[src/rtl/fir_sched_pkg.sv]
// Shared types and default sizing for the FIR channel scheduler.
package fir_sched_pkg;

  localparam int DEF_CHANNELS = 4;
  localparam int DEF_TAPS     = 128;
  localparam int DEF_WIDTH    = 18;

  typedef enum logic [2:0] {
    INIT,
    IDLE,
    SWEEP,
    DRAIN,
    OUT
  } state_t;

endpackage

[src/rtl/fir_channel_scheduler_if.sv]
// Sample-in, engine-control and result-out bundle of the FIR channel scheduler.
// master = scheduler side, slave = front ends / engine / sink side.
interface fir_channel_scheduler_if
  import fir_sched_pkg::*;
#(
  parameter int CHANNELS = DEF_CHANNELS,
  parameter int WIDTH    = DEF_WIDTH,
  parameter int CH_W     = $clog2(CHANNELS)
);

  logic [CHANNELS-1:0]       s_valid;
  logic [CHANNELS*WIDTH-1:0] s_data;
  logic [CHANNELS-1:0]       s_ready;
  logic                      eng_clr;
  logic                      eng_en;
  logic [CH_W-1:0]           eng_ch;
  logic signed [WIDTH-1:0]   eng_sample;
  logic signed [WIDTH-1:0]   eng_result;
  logic                      m_valid;
  logic [CH_W-1:0]           m_ch;
  logic signed [WIDTH-1:0]   m_data;
  logic                      m_ready;
  logic                      busy;

  modport master (
    input  s_valid, s_data, eng_result, m_ready,
    output s_ready, eng_clr, eng_en, eng_ch, eng_sample, m_valid, m_ch, m_data, busy
  );

  modport slave (
    output s_valid, s_data, eng_result, m_ready,
    input  s_ready, eng_clr, eng_en, eng_ch, eng_sample, m_valid, m_ch, m_data, busy
  );

endinterface

[src/rtl/fir_rr_arb.sv]
// Combinational round-robin arbiter; search starts at ptr.
// FIR_SCHED_PRIO0_EN: request 0 always wins, others stay round-robin.
module fir_rr_arb
  import fir_sched_pkg::*;
#(
  parameter  int CHANNELS = DEF_CHANNELS,
  localparam int CH_W     = $clog2(CHANNELS)
) (
  input  logic [CHANNELS-1:0] req,
  input  logic [CH_W-1:0]     ptr,
  output logic [CHANNELS-1:0] grant,
  output logic [CH_W-1:0]     grant_idx,
  output logic                grant_any
);

  logic [CH_W-1:0] cand;

  always_comb begin
    grant     = '0;
    grant_idx = '0;
    grant_any = 1'b0;
    cand      = '0;
`ifdef FIR_SCHED_PRIO0_EN
    if (req[0]) begin
      grant[0]  = 1'b1;
      grant_any = 1'b1;
    end else begin
`else
    begin
`endif
      for (int i = 0; i < CHANNELS; i++) begin
        cand = CH_W'((int'(ptr) + i) % CHANNELS);
        if (!grant_any && req[cand]) begin
          grant[cand] = 1'b1;
          grant_idx   = cand;
          grant_any   = 1'b1;
        end
      end
    end
  end

endmodule

[src/rtl/fir_channel_scheduler.sv]
// Shares one serial-MAC FIR engine across CHANNELS sample streams, one TAPS-step sweep per sample.
// FIR_SCHED_PRIO0_EN gives channel 0 absolute priority over the round-robin.
module fir_channel_scheduler
  import fir_sched_pkg::*;
#(
  parameter int CHANNELS = DEF_CHANNELS,
  parameter int TAPS     = DEF_TAPS,
  parameter int WIDTH    = DEF_WIDTH
) (
  input logic                    clk,
  input logic                    rst,
  fir_channel_scheduler_if.master bus
);

  localparam int CH_W  = $clog2(CHANNELS);
  localparam int CNT_W = $clog2(TAPS);

  state_t              state, state_nxt;
  logic [CNT_W-1:0]    step;
  logic [CH_W-1:0]     rr_ptr;
  logic [CHANNELS-1:0] grant;
  logic [CH_W-1:0]     grant_idx;
  logic                grant_any;
  logic                accept;

  fir_rr_arb #(.CHANNELS(CHANNELS)) u_arb (
    .req       (bus.s_valid),
    .ptr       (rr_ptr),
    .grant     (grant),
    .grant_idx (grant_idx),
    .grant_any (grant_any)
  );

  // Engine controls decode straight from state so reset kills eng_en without waiting for an edge.
  always_ff @(posedge clk or posedge rst) begin
    if (rst) state <= INIT;
    else     state <= state_nxt;
  end

  always_comb begin
    // NOTE: every combinational output is defaulted first so no path infers a latch.
    state_nxt   = state;
    bus.s_ready = '0;
    bus.eng_clr = 1'b0;
    bus.eng_en  = 1'b0;
    bus.m_valid = 1'b0;
    bus.busy    = 1'b1;
    accept      = 1'b0;
    unique case (state)
      INIT: begin
        bus.eng_clr = 1'b1;
        state_nxt   = IDLE;
      end
      IDLE: begin
        bus.busy = 1'b0;
        if (grant_any) begin
          bus.s_ready = grant;
          accept      = 1'b1;
          state_nxt   = SWEEP;
        end
      end
      SWEEP: begin
        bus.eng_en = 1'b1;
        if (step == CNT_W'(TAPS - 1)) state_nxt = DRAIN;
      end
      DRAIN: state_nxt = OUT;
      OUT: begin
        bus.m_valid = 1'b1;
        if (bus.m_ready) state_nxt = IDLE;
      end
      default: state_nxt = INIT;
    endcase
  end

  always_ff @(posedge clk or posedge rst) begin
    if (rst) begin
      step           <= '0;
      rr_ptr         <= '0;
      bus.eng_ch     <= '0;
      bus.eng_sample <= '0;
      bus.m_ch       <= '0;
      bus.m_data     <= '0;
    end else begin
      // NOTE: non-blocking assignments so every capture sees the pre-edge values.
      step <= (state == SWEEP) ? step + 1'b1 : '0;
      if (accept) begin
        bus.eng_sample <= bus.s_data[int'(grant_idx)*WIDTH +: WIDTH];
        bus.eng_ch     <= grant_idx;
`ifdef FIR_SCHED_PRIO0_EN
        if (grant_idx != '0)
`endif
          rr_ptr <= (grant_idx == CH_W'(CHANNELS - 1)) ? '0 : grant_idx + 1'b1;
      end
      if (state == DRAIN) begin
        bus.m_data <= bus.eng_result;
        bus.m_ch   <= bus.eng_ch;
      end
    end
  end

endmodule

[src/flat_wrapper.sv]
// flat-port wrapper written by rule: the top's interface ports become plain ports
module fir_channel_scheduler_flat import fir_sched_pkg::*;
#(
  parameter int CHANNELS = DEF_CHANNELS,
  parameter int TAPS     = DEF_TAPS,
  parameter int WIDTH    = DEF_WIDTH
)
  (clk, rst, bus_s_valid, bus_s_data, bus_eng_result, bus_m_ready, bus_s_ready, bus_eng_clr, bus_eng_en, bus_eng_ch, bus_eng_sample, bus_m_valid, bus_m_ch, bus_m_data, bus_busy);
  fir_channel_scheduler_if #(.CHANNELS(CHANNELS), .WIDTH(WIDTH)) bus_i ();
  input logic clk;
  input logic rst;
  input wire logic [$bits(bus_i.s_valid)-1:0] bus_s_valid;
  input wire logic [$bits(bus_i.s_data)-1:0] bus_s_data;
  input wire logic [$bits(bus_i.eng_result)-1:0] bus_eng_result;
  input wire logic [$bits(bus_i.m_ready)-1:0] bus_m_ready;
  output wire logic [$bits(bus_i.s_ready)-1:0] bus_s_ready;
  output wire logic [$bits(bus_i.eng_clr)-1:0] bus_eng_clr;
  output wire logic [$bits(bus_i.eng_en)-1:0] bus_eng_en;
  output wire logic [$bits(bus_i.eng_ch)-1:0] bus_eng_ch;
  output wire logic [$bits(bus_i.eng_sample)-1:0] bus_eng_sample;
  output wire logic [$bits(bus_i.m_valid)-1:0] bus_m_valid;
  output wire logic [$bits(bus_i.m_ch)-1:0] bus_m_ch;
  output wire logic [$bits(bus_i.m_data)-1:0] bus_m_data;
  output wire logic [$bits(bus_i.busy)-1:0] bus_busy;
  assign bus_i.s_valid = bus_s_valid;
  assign bus_i.s_data = bus_s_data;
  assign bus_i.eng_result = bus_eng_result;
  assign bus_i.m_ready = bus_m_ready;
  assign bus_s_ready = bus_i.s_ready;
  assign bus_eng_clr = bus_i.eng_clr;
  assign bus_eng_en = bus_i.eng_en;
  assign bus_eng_ch = bus_i.eng_ch;
  assign bus_eng_sample = bus_i.eng_sample;
  assign bus_m_valid = bus_i.m_valid;
  assign bus_m_ch = bus_i.m_ch;
  assign bus_m_data = bus_i.m_data;
  assign bus_busy = bus_i.busy;
  fir_channel_scheduler #(.CHANNELS(CHANNELS), .TAPS(TAPS), .WIDTH(WIDTH)) u_core (.clk(clk), .rst(rst), .bus(bus_i));
endmodule
[config.mk]
export PLATFORM = sky130hd
export DESIGN_NAME = fir_channel_scheduler_flat
export DESIGN_NICKNAME = d
export VERILOG_FILES = /design/src/rtl/fir_sched_pkg.sv /design/src/rtl/fir_channel_scheduler_if.sv /design/src/rtl/fir_rr_arb.sv /design/src/rtl/fir_channel_scheduler.sv /design/src/flat_wrapper.sv
export SDC_FILE = /design/constraint.sdc
export NUM_CORES = 1
export LEC_CHECK = 0
export BUFFER_PORTS_ARGS = -buffer_cell sky130_fd_sc_hd__buf_4
export CAP_MARGIN = 15
export CORE_MARGIN = 2
export CORE_UTILIZATION = 51
export DETAILED_ROUTE_END_ITERATION = 6
export GPL_ROUTABILITY_DRIVEN = 1
export PLACE_DENSITY = 0.94
export SYNTH_ARGS = -nofsm -noshare
export SYNTH_HDL_FRONTEND = slang
export SYNTH_SLANG_ARGS = --single-unit
[constraint.sdc]
create_clock -name clk -period 8.12 [get_ports clk]
set_input_delay 0.812 -clock clk [delete_from_list [all_inputs] [get_ports clk]]
set_output_delay 0.812 -clock clk [all_outputs]
set_load 0.03 [all_outputs]
==> results of run 1 <==
==> stage by stage <==
step                      util (%)  hold slack (ps)  instances  worst slack (ps)
after CTS                     71.1              500        477              4140
after detailed placement      69.4              475        471              4160
final                         71.4              494        478              4090
after floorplan                  -              455        273              4850
after global placement        69.4              470        471              4370
after global routing          71.4              518        478              3850
==> cell usage in the layout, fill, tap and decap left out, types with 2 or more instances in the layout <==
cell type  count
buf_4        144
dfrtp_1       52
mux2i_1       41
nand2_1       26
mux2_2        22
o221ai_1      16
nor2_1        11
ha_1          10
a22oi_1        8
nor2b_1        6
inv_1          5
o21ai_0        5
clkbuf_8       5
a21oi_1        4
nand3_1        4
nand2b_1       3
nand3b_1       3
or3b_2         3
xor2_1         3
a21o_1         2
o22a_1         2
and3_1         2
and2_1         2
xnor2_1        2
o221ai_2       2
==> logic make-up after synthesis <==
family / Yosys count
and+or+nand+nor: 69
muxes: 65
DFF: 52
AOI/OAI and AO/OA: 45
buffers and inverters: 27
adders and majority gates: 10
xor gates and xnor gates: 5
==> area by class of cell <==
cell class,instances,area share (%)
timing repair buffer,145,26.2
sequential,52,30.9
clock inverter,1,0.714
inverter,6,0.536
tap,75,2.23
multi-input combinational,194,37.8
clock buffer,5,1.64
==> worst min path at each step <==
stage	startpoint	endpoint	cells past startpoint
3_3_place_gp	u_core.bus.eng_sample[16]	u_core.bus.eng_sample[16]	2
6_report	u_core.bus.eng_sample[14]	u_core.bus.eng_sample[14]	2
4_1_cts	u_core.bus.eng_sample[3]	u_core.bus.eng_sample[3]	2
2_1_floorplan	u_core.step[0]	u_core.step[0]	1
3_5_place_dp	u_core.bus.eng_sample[3]	u_core.bus.eng_sample[3]	2
5_1_grt	u_core.bus.eng_sample[3]	u_core.bus.eng_sample[3]	2
==> worst max-delay path, cell delays in order (launching register included) <==
cell and delay, ps:
dfrtp_1 670, inv_1 270, ha_1 550, mux2i_1 270, mux2i_1 180, nor2_1 310, a22oi_1 120, o21ai_0 200
nor2b_1 150, buf_4 190
==> layer usage <==
| layer | vias to the layer above | wire [um] | GRT usage [%] |
|---|---|---|---|
| met3 | 18 | 761 | 8.02 |
| li1 | 1249 | - | - |
| met5 | - | 0 | 0 |
| met4 | 0 | 160 | 7.67 |
| met1 | 1241 | 3000 | 25.0 |
| met2 | 113 | 4100 | 41.3 |
==> registers in the layout, indices dropped and copies added (netlist names) <==
register / count
u_core.step: 7
u_core.bus.eng_sample: 18
u_core.rr_ptr: 2
u_core.bus.m_data: 18
u_core.bus.eng_ch: 2
u_core.bus.m_ch: 2
u_core.state: 3
==> power breakdown <==
part	switching (mW)	total (mW)	internal (mW)
Combinational	0.628	1.11	0.485
Sequential	0.0955	0.474	0.378
Clock	0.0832	0.172	0.0886
Total	0.806	1.76	0.952
==> results.cfg, run 1 <==
[logic_synthesis]
synthAdderAreaFrac_pct = 4.07
synth_most_common_cell = dfrtp_1
avgSynthCellArea_um2 = 11.3
synth-compound-area-share_pct = 11.5
synth_common_cells = dfrtp_1 (52), mux2i_1 (41), nand2_1 (26), mux2_2 (22), o221ai_1 (16)
syn-num-nets = 380
yosysUniqueCellTypes = 45
ys_seq_area_share_pct = 42.4
synth_xor_xnor_area_share_pct = 1.43
synth_mux_area_share_pct = 22.9
yosys.area_share.simple_pct = 11.8
synth_seq_cells = 52
synth_top_family_by_area = multiplexers
synth_edf_count = 0
synth_top_area_share_pct = 42.4
synth_top_area_cell = dfrtp_1
synthArstFlopShare_pct = 100
synthFlopType = dfrtp_1
synthesis.area_mm2 = 0.00307
ys_warn_count = 0
netlist_instances = 273
netlist_top_cells_area = dfrtp_1 (42%), mux2i_1 (13%), mux2_2 (8.1%), o221ai_1 (4.6%), ha_1 (4.1%)

[critical_path]
ff2ff_setup_slack_ps = 4100
setup.worst_path.end_class = output pin
r2r_start = u_core.rr_ptr[0]
crit_path_start_kind = flip-flop
r2r_end = u_core.rr_ptr[1]
crit_end = bus_s_ready[0]
critical_path_required_ps = 7310
critPathMaxFanout = 16
critPathKind = reg2out
startpoint = u_core.rr_ptr[0]
worst_ep_arrival_time_ps = 3220
r2r.worst_path.cells = 8

[timing]
clock_skew_ps = 4.29
setup_tns_ps = 0
fin_crit_ps = 4030
grt_setup_unrepaired = false
worst_pin_slew_ps = 1120
hold_viol = 0
fin_crit_sh_pct = 49.6
fmax_mhz = 248
maxSlewViolCount = 0
slew_headroom_pct = 25.5
setup_violations = 0

[layout]
regArea_mm2 = 0.00130
area_growth_pct = 36.9
postLayoutCellArea_mm2 = 0.00421
n_antenna_cell = 0
drive_gt1_share_pct = 45.7
fill_cells = 433
fin_nets = 511
multi_input_area_mm2 = 0.00159

[die]
ios = 145
initial_core_util_pct = 52.2
core-area_mm2 = 0.00589
die_h_um = 81.6
fp.dieArea_mm2 = 0.00666
die-width_um = 81.6
rows = 28

[clock_network]
ctsHoldBuffers = 0
path_clk_slew_ps = 90
numCtsBuffers = 5
cts_resized = 0
h-tree-depth = 2
cts.sinks = 52
cts_tree = built
root_buffer = clkbuf_8
clk_latency_ps = 300
cts_buffer_depth = 2
postCtsSetupRepairBufs = 0

[run]
maxCapViolCount = 0

[grt]
grt_start_max_net_pins = 53
antenna_found_initial = 0
grt_pass1_vias = 2595
grt_overflow = 0
grt_util_all_layers_pct = 22.9
grt_first_pass_wirelength_um = 11800

[placed_design]
place_congestion = 0.813
placed_cell_area_mm2 = 0.00409
place_hpwl_um = 5890
portBuffers = 144

[routing]
routed_via_density = 5.48
drcViolationCount = 0
ant_nets = 0
wl_per_cell_um = 16.8
firstDrtPassIters = 4
vias = 2621
drt_iter0_markers = 152
finalWirelength_um = 8030

[power_and_ir_drop]
vdd_ir_drop_max_v = 0.000255
leakagePower_nw = 2.09
p_per_area_mw_per_mm2 = 418
finalPower_mw = 1.76

[hold_path]
min-delay-path-class = reg2reg

[status]
status = completed
No activity file was read; power rests on OpenSTA's default activity.
==> inputs of run 2 (changes only) <==
Settings changed: CORE_UTILIZATION 51 to 42, PLACE_DENSITY 0.94 to 0.83.
Clock period 8.12 ns to 3.25 ns, I/O delays scaled along.
==> run 2 against run 1 <==
  * Highest routed layer unchanged
  * Final area is 2.6% higher
  * Sequential power is 140% higher
  * Register-to-register slack worse by 3800 ps
==> results.cfg, run 2 (synthesis gave the netlist of run 1 again) <==
[status]
status = completed

[layout]
drive_gt1_share_pct = 46.8
utilization_pct = 60.1
stdcell_count = 509
top_regs = u_core.bus.eng_sample x18, u_core.bus.m_data x18, u_core.step x7
regArea_mm2 = 0.00130
final_cell_mix = buf_4 (148), dfrtp_1 (52), mux2i_1 (41)
area_growth_pct = 40.5
fin_nets = 516
final_common_cell = buf_4
n_antenna_cell = 0
multi_input_area_mm2 = 0.00159
fill_cells = 597

[critical_path]
critPathMaxFanout = 18
worst_ep_arrival_time_ps = 3060
crit_slowest_cell = or2_1
critPathKind = reg2reg
setup.worst_path.end_class = flip-flop
r2r.worst_path.cells = 8
critical_path_required_ps = 3390
worstPathCellList = inv_1 -> ha_2 -> or3b_1 -> a211oi_1 -> or3_4 -> o22a_1 -> or2_1 -> o221ai_1
max_stage_delay_ps = 570
crit_path_start_kind = flip-flop

[clock_network]
cts.sinks = 52
ctsHoldBuffers = 0
root_buffer = clkbuf_8
cts_tree = built
numCtsBuffers = 5
path_clk_slew_ps = 100
h-tree-depth = 2
clk_latency_ps = 300
cts_buffer_depth = 2

[routing]
routed_via_density = 5.12
finalWirelength_um = 7400
vias = 2607
wl_per_cell_um = 14.5
ant_nets = 0
drcViolationCount = 0
firstDrtPassIters = 4
drt_iter0_markers = 95

[timing]
fin_crit_ps = 2920
setup_slack_ps = 330
grt_setup_unrepaired = false
fmax_mhz = 342
slew_headroom_pct = 32.5
maxSlewViolCount = 0
setup_tns_ps = 0
fin_crit_sh_pct = 89.8
finalHoldWorstSlack_ps = 39.0
worst_pin_slew_ps = 1010
setup_violations = 0
clock_skew_ps = 7.92
hold_viol = 0

[placed_design]
placed_cells = 500
dpl_worst_slack_ps = 270
place_hpwl_um = 5510
portBuffers = 144
place_congestion = 0.842

[grt]
grt_util_all_layers_pct = 17.6
grt_first_pass_wirelength_um = 11200
grt_start_max_net_pins = 53
grt_pass1_vias = 2628
grt_overflow = 0
antenna_found_initial = 0

[power_and_ir_drop]
vdd_ir_drop_max_v = 0.000557
leakagePower_nw = 2.14
p_per_area_mw_per_mm2 = 1040

[die]
initial_core_util_pct = 42.8
rows = 31
fp.dieArea_mm2 = 0.00801
ios = 145
core-area_mm2 = 0.00718
die-width_um = 89.5
die_h_um = 89.5

[hold_path]
min-delay-path-class = in2async

[run]
maxCapViolCount = 0
-- run 2: what timing repair did --
| action | CTS | global route |
|---|---|---|
| resized for setup | 0 | 1 |
| setup buffers | 0 | 0 |
| endpoints found under the setup margin | 0 | 3 |
-- run 2: per-layer routing --
metal  wire [um]  share of wire, %  vias to the layer above  track usage, %
li1            -                 -                     1266               -
met1        3100                42                     1252            22.2
met2        3760                51                       81            30.0
met3         447               6.0                        8            4.34
met4          94               1.3                        0            5.16
met5           0                 0                        -               0
-- run 2: cell type report --
class                   instances  share of cell area [%]
clock inverters                 1                   0.696
well taps                      99                    2.87
clock buffers                   7                    2.23
multi-input cells             194                    36.9
repair buffers                150                    26.7
inverters                       6                   0.522
flip-flops and latches         52                    30.2
-- run 2: power breakdown --
group,switching [mW],total [mW],leakage [nW],internal [mW]
clock,0.211,0.483,0.0645,0.272
combinational,1.61,2.88,1.43,1.27
sequential,0.186,1.13,0.640,0.945
total,2.00,4.50,2.14,2.49
-- run 2: worst max-delay path: cells and delay by family (launching register included) --
kind            cells  cell delay (ps)
flops               1              390
fa+ha+maj           1              390
buf+inv             1              190
simple gates        3             1130
compound gates      3              660
-- run 2: through the flow --
stage / instance area (um^2) / total power [mW]
2_1_floorplan: 3070 / 3.29
3_3_place_gp: 4170 / 3.95
3_5_place_dp: 4170 / 4.03
4_1_cts: 4290 / 4.52
5_1_grt: 4320 / 4.79
6_report: 4320 / 4.50
-- run 2: path summary, 6_finish.rpt --
| kind | from | endpoint | slack, ps |
|---|---|---|---|
| min in group clk | bus_eng_result[17] | u_core.bus.m_data[17] | 260 |
| setup / recovery | u_core.rr_ptr[0] | u_core.bus.eng_sample[12] | 330 |
| hold / removal | rst | u_core.bus.m_data[9] | 40 |
| hold reg to reg | u_core.step[0] | u_core.step[0] | 490 |
| max in group asynchronous | rst | u_core.bus.eng_sample[4] | 2690 |
| setup reg to reg | u_core.rr_ptr[0] | u_core.bus.eng_sample[12] | 330 |
==> inputs of run 3 (changes only) <==
--- a/config.mk
+++ b/config.mk
@@ -10,6 +10,6 @@
 export CORE_MARGIN = 2
-export CORE_UTILIZATION = 42
+export CORE_UTILIZATION = 40
 export DETAILED_ROUTE_END_ITERATION = 6
 export GPL_ROUTABILITY_DRIVEN = 1
-export PLACE_DENSITY = 0.83
+export PLACE_DENSITY = 0.8
 export SYNTH_ARGS = -nofsm -noshare
==> constraint.sdc (replaced) <==
create_clock -name clk -period 3.25 [get_ports clk]
set_input_delay 0.1625 -clock clk [delete_from_list [all_inputs] [get_ports clk]]
set_output_delay 0.1625 -clock clk [all_outputs]
set_load 0.03 [all_outputs]
==> run 3 against run 2 <==
  * Worst setup slack worse by 41 ps
  * Sequential power hardly changed
  * Non-clock buffer count is 1 higher
  * Clock-buffer cell count is 2 lower
  * Register-to-register slack worse by 40 ps
  * Maximum frequency is 1.4% lower
  * Global-route usage is 0.068 points higher
  * Via count is 0.77% lower
  * Clock power is 12% lower
  * Clock skew is 3.0 ps higher
  * Hold slack better by 51 ps
  * First-iteration DRC count is 71% higher
  * Highest routed layer unchanged
==> results.cfg, run 3 (synthesis gave the netlist of run 1 again) <==
[status]
status = completed

[grt]
grt_start_max_net_pins = 53
grt_first_pass_wirelength_um = 12100
grt_pass1_vias = 2729
antenna_found_initial = 0
grt_overflow = 0
grt_util_all_layers_pct = 17.7

[die]
initial_core_util_pct = 41.9
core-area_mm2 = 0.00733
ios = 145
fp.dieArea_mm2 = 0.00840
die-width_um = 91.6
rows = 31
die_h_um = 91.6

[routing]
drcViolationCount = 0
finalWirelength_um = 7720
vias = 2587
ant_nets = 0
firstDrtPassIters = 5
wl_per_cell_um = 15.2
routed_via_density = 5.09
drt_iter0_markers = 162

[placed_design]
portBuffers = 144
place_hpwl_um = 5870
placed_cells = 500
place_congestion = 0.771

[critical_path]
worst_ep_arrival_time_ps = 3100
worstPathCellList = inv_1 -> ha_1 -> or3b_1 -> a211oi_1 -> or3_4 -> o22a_1 -> or2_1 -> o221ai_1
critical_path_required_ps = 3390
crit_slowest_cell = or2_1
critPathKind = reg2reg
max_stage_delay_ps = 560
crit_path_start_kind = flip-flop
critPathMaxFanout = 18
setup.worst_path.end_class = flip-flop

[clock_network]
clk_latency_ps = 300
cts.sinks = 52
cts_resized = 0
numCtsBuffers = 5
postCtsSetupRepairBufs = 0
ctsHoldBuffers = 0
root_buffer = clkbuf_8
cts_buffer_depth = 2
cts_tree = built
path_clk_slew_ps = 90
h-tree-depth = 2

[timing]
fmax_mhz = 338
setup_tns_ps = 0
fin_crit_ps = 2960
maxSlewViolCount = 0
slew_headroom_pct = 33.9
fin_crit_sh_pct = 91.1
grt_setup_unrepaired = false
clock_skew_ps = 11.0
hold_viol = 0
setup_violations = 0
worst_pin_slew_ps = 989

[layout]
area_growth_pct = 40.2
regArea_mm2 = 0.00130
fill_cells = 614
fin_nets = 517
utilization_pct = 58.8
multi_input_area_mm2 = 0.00159
n_antenna_cell = 0
final_common_cell = buf_4
top_regs = u_core.bus.eng_sample x18, u_core.bus.m_data x18, u_core.step x7
drive_gt1_share_pct = 46.2
stdcell_count = 508
final_cell_mix = buf_4 (147), dfrtp_1 (52), mux2i_1 (41)

[run]
maxCapViolCount = 0

[power_and_ir_drop]
p_per_area_mw_per_mm2 = 1040
vdd_ir_drop_max_v = 0.000609
leakagePower_nw = 2.13

[hold_path]
min-delay-path-class = in2reg
==> run 3: cell count changes in the layout (fill, tap and decap cells not counted), sizes merged <==
| cell | previous run | this run |
|---|---|---|
| dlygate4sd3 | 0 | 1 |
| clkbuf | 7 | 5 |
==> run 3: cell type report <==
cell class                      count  share of cell area [%]
Multi-Input combinational cell    194                    36.9
Sequential cell                    52                    30.2
Timing Repair Buffer              151                    27.2
Tap cell                           99                    2.88
Clock buffer                        5                    1.60
Clock inverter                      1                   0.697
Inverter                            6                   0.523
==> run 3: worst paths after layout <==
check | start | end | slack, ps | depth (start not counted)
worst min-delay path | bus_eng_result[6] | u_core.bus.m_data[6] | 90 | 2
min in group asynchronous | rst | u_core.bus.eng_ch[0] | 320 | 3
max in group asynchronous | rst | u_core.state[2] | 2450 | 4
worst max-delay path | u_core.rr_ptr[0] | u_core.bus.eng_sample[17] | 290 | 8
worst min register to register | u_core.step[0] | u_core.step[0] | 500 | 1
worst max register to register | u_core.rr_ptr[0] | u_core.bus.eng_sample[17] | 290 | 8
==> run 3: per-stage QoR <==
stage | hold slack [ps] | area [um^2] | setup WS, ps | power [mW]
6_report | 90.2 | 4310 | 289 | 4.48
2_1_floorplan | 313 | 3070 | 274 | 3.29
3_5_place_dp | 400 | 4180 | 210 | 4.09
4_1_cts | 85.4 | 4280 | 212 | 4.52
5_1_grt | 85.0 | 4310 | 84.6 | 4.77
3_3_place_gp | 395 | 4180 | 386 | 3.99
==> run 3: critical path, delay by kind of cell (launching register included) <==
kind	cells	cell delay (ps)
AND/OR/NAND/NOR	3	1150
AO/OA/AOI/OAI	3	670
adder cells (fa/ha/maj)	1	400
flip-flops	1	380
buffers and inverters	1	200
==> run 3: routing by layer <==
metal	vias to the layer above	part of all wire [%]	track usage, %
li1	1256	-	-
met2	103	51	32.0
met5	-	0	0
met4	0	0.69	4.42
met3	4	9.6	6.33
met1	1224	39	19.7
==> run 3: power by group <==
part	leakage (nW)	internal [mW]	switching (mW)
clock	0.0501	0.221	0.201
combinational	1.44	1.30	1.63
sequential	0.640	0.945	0.186
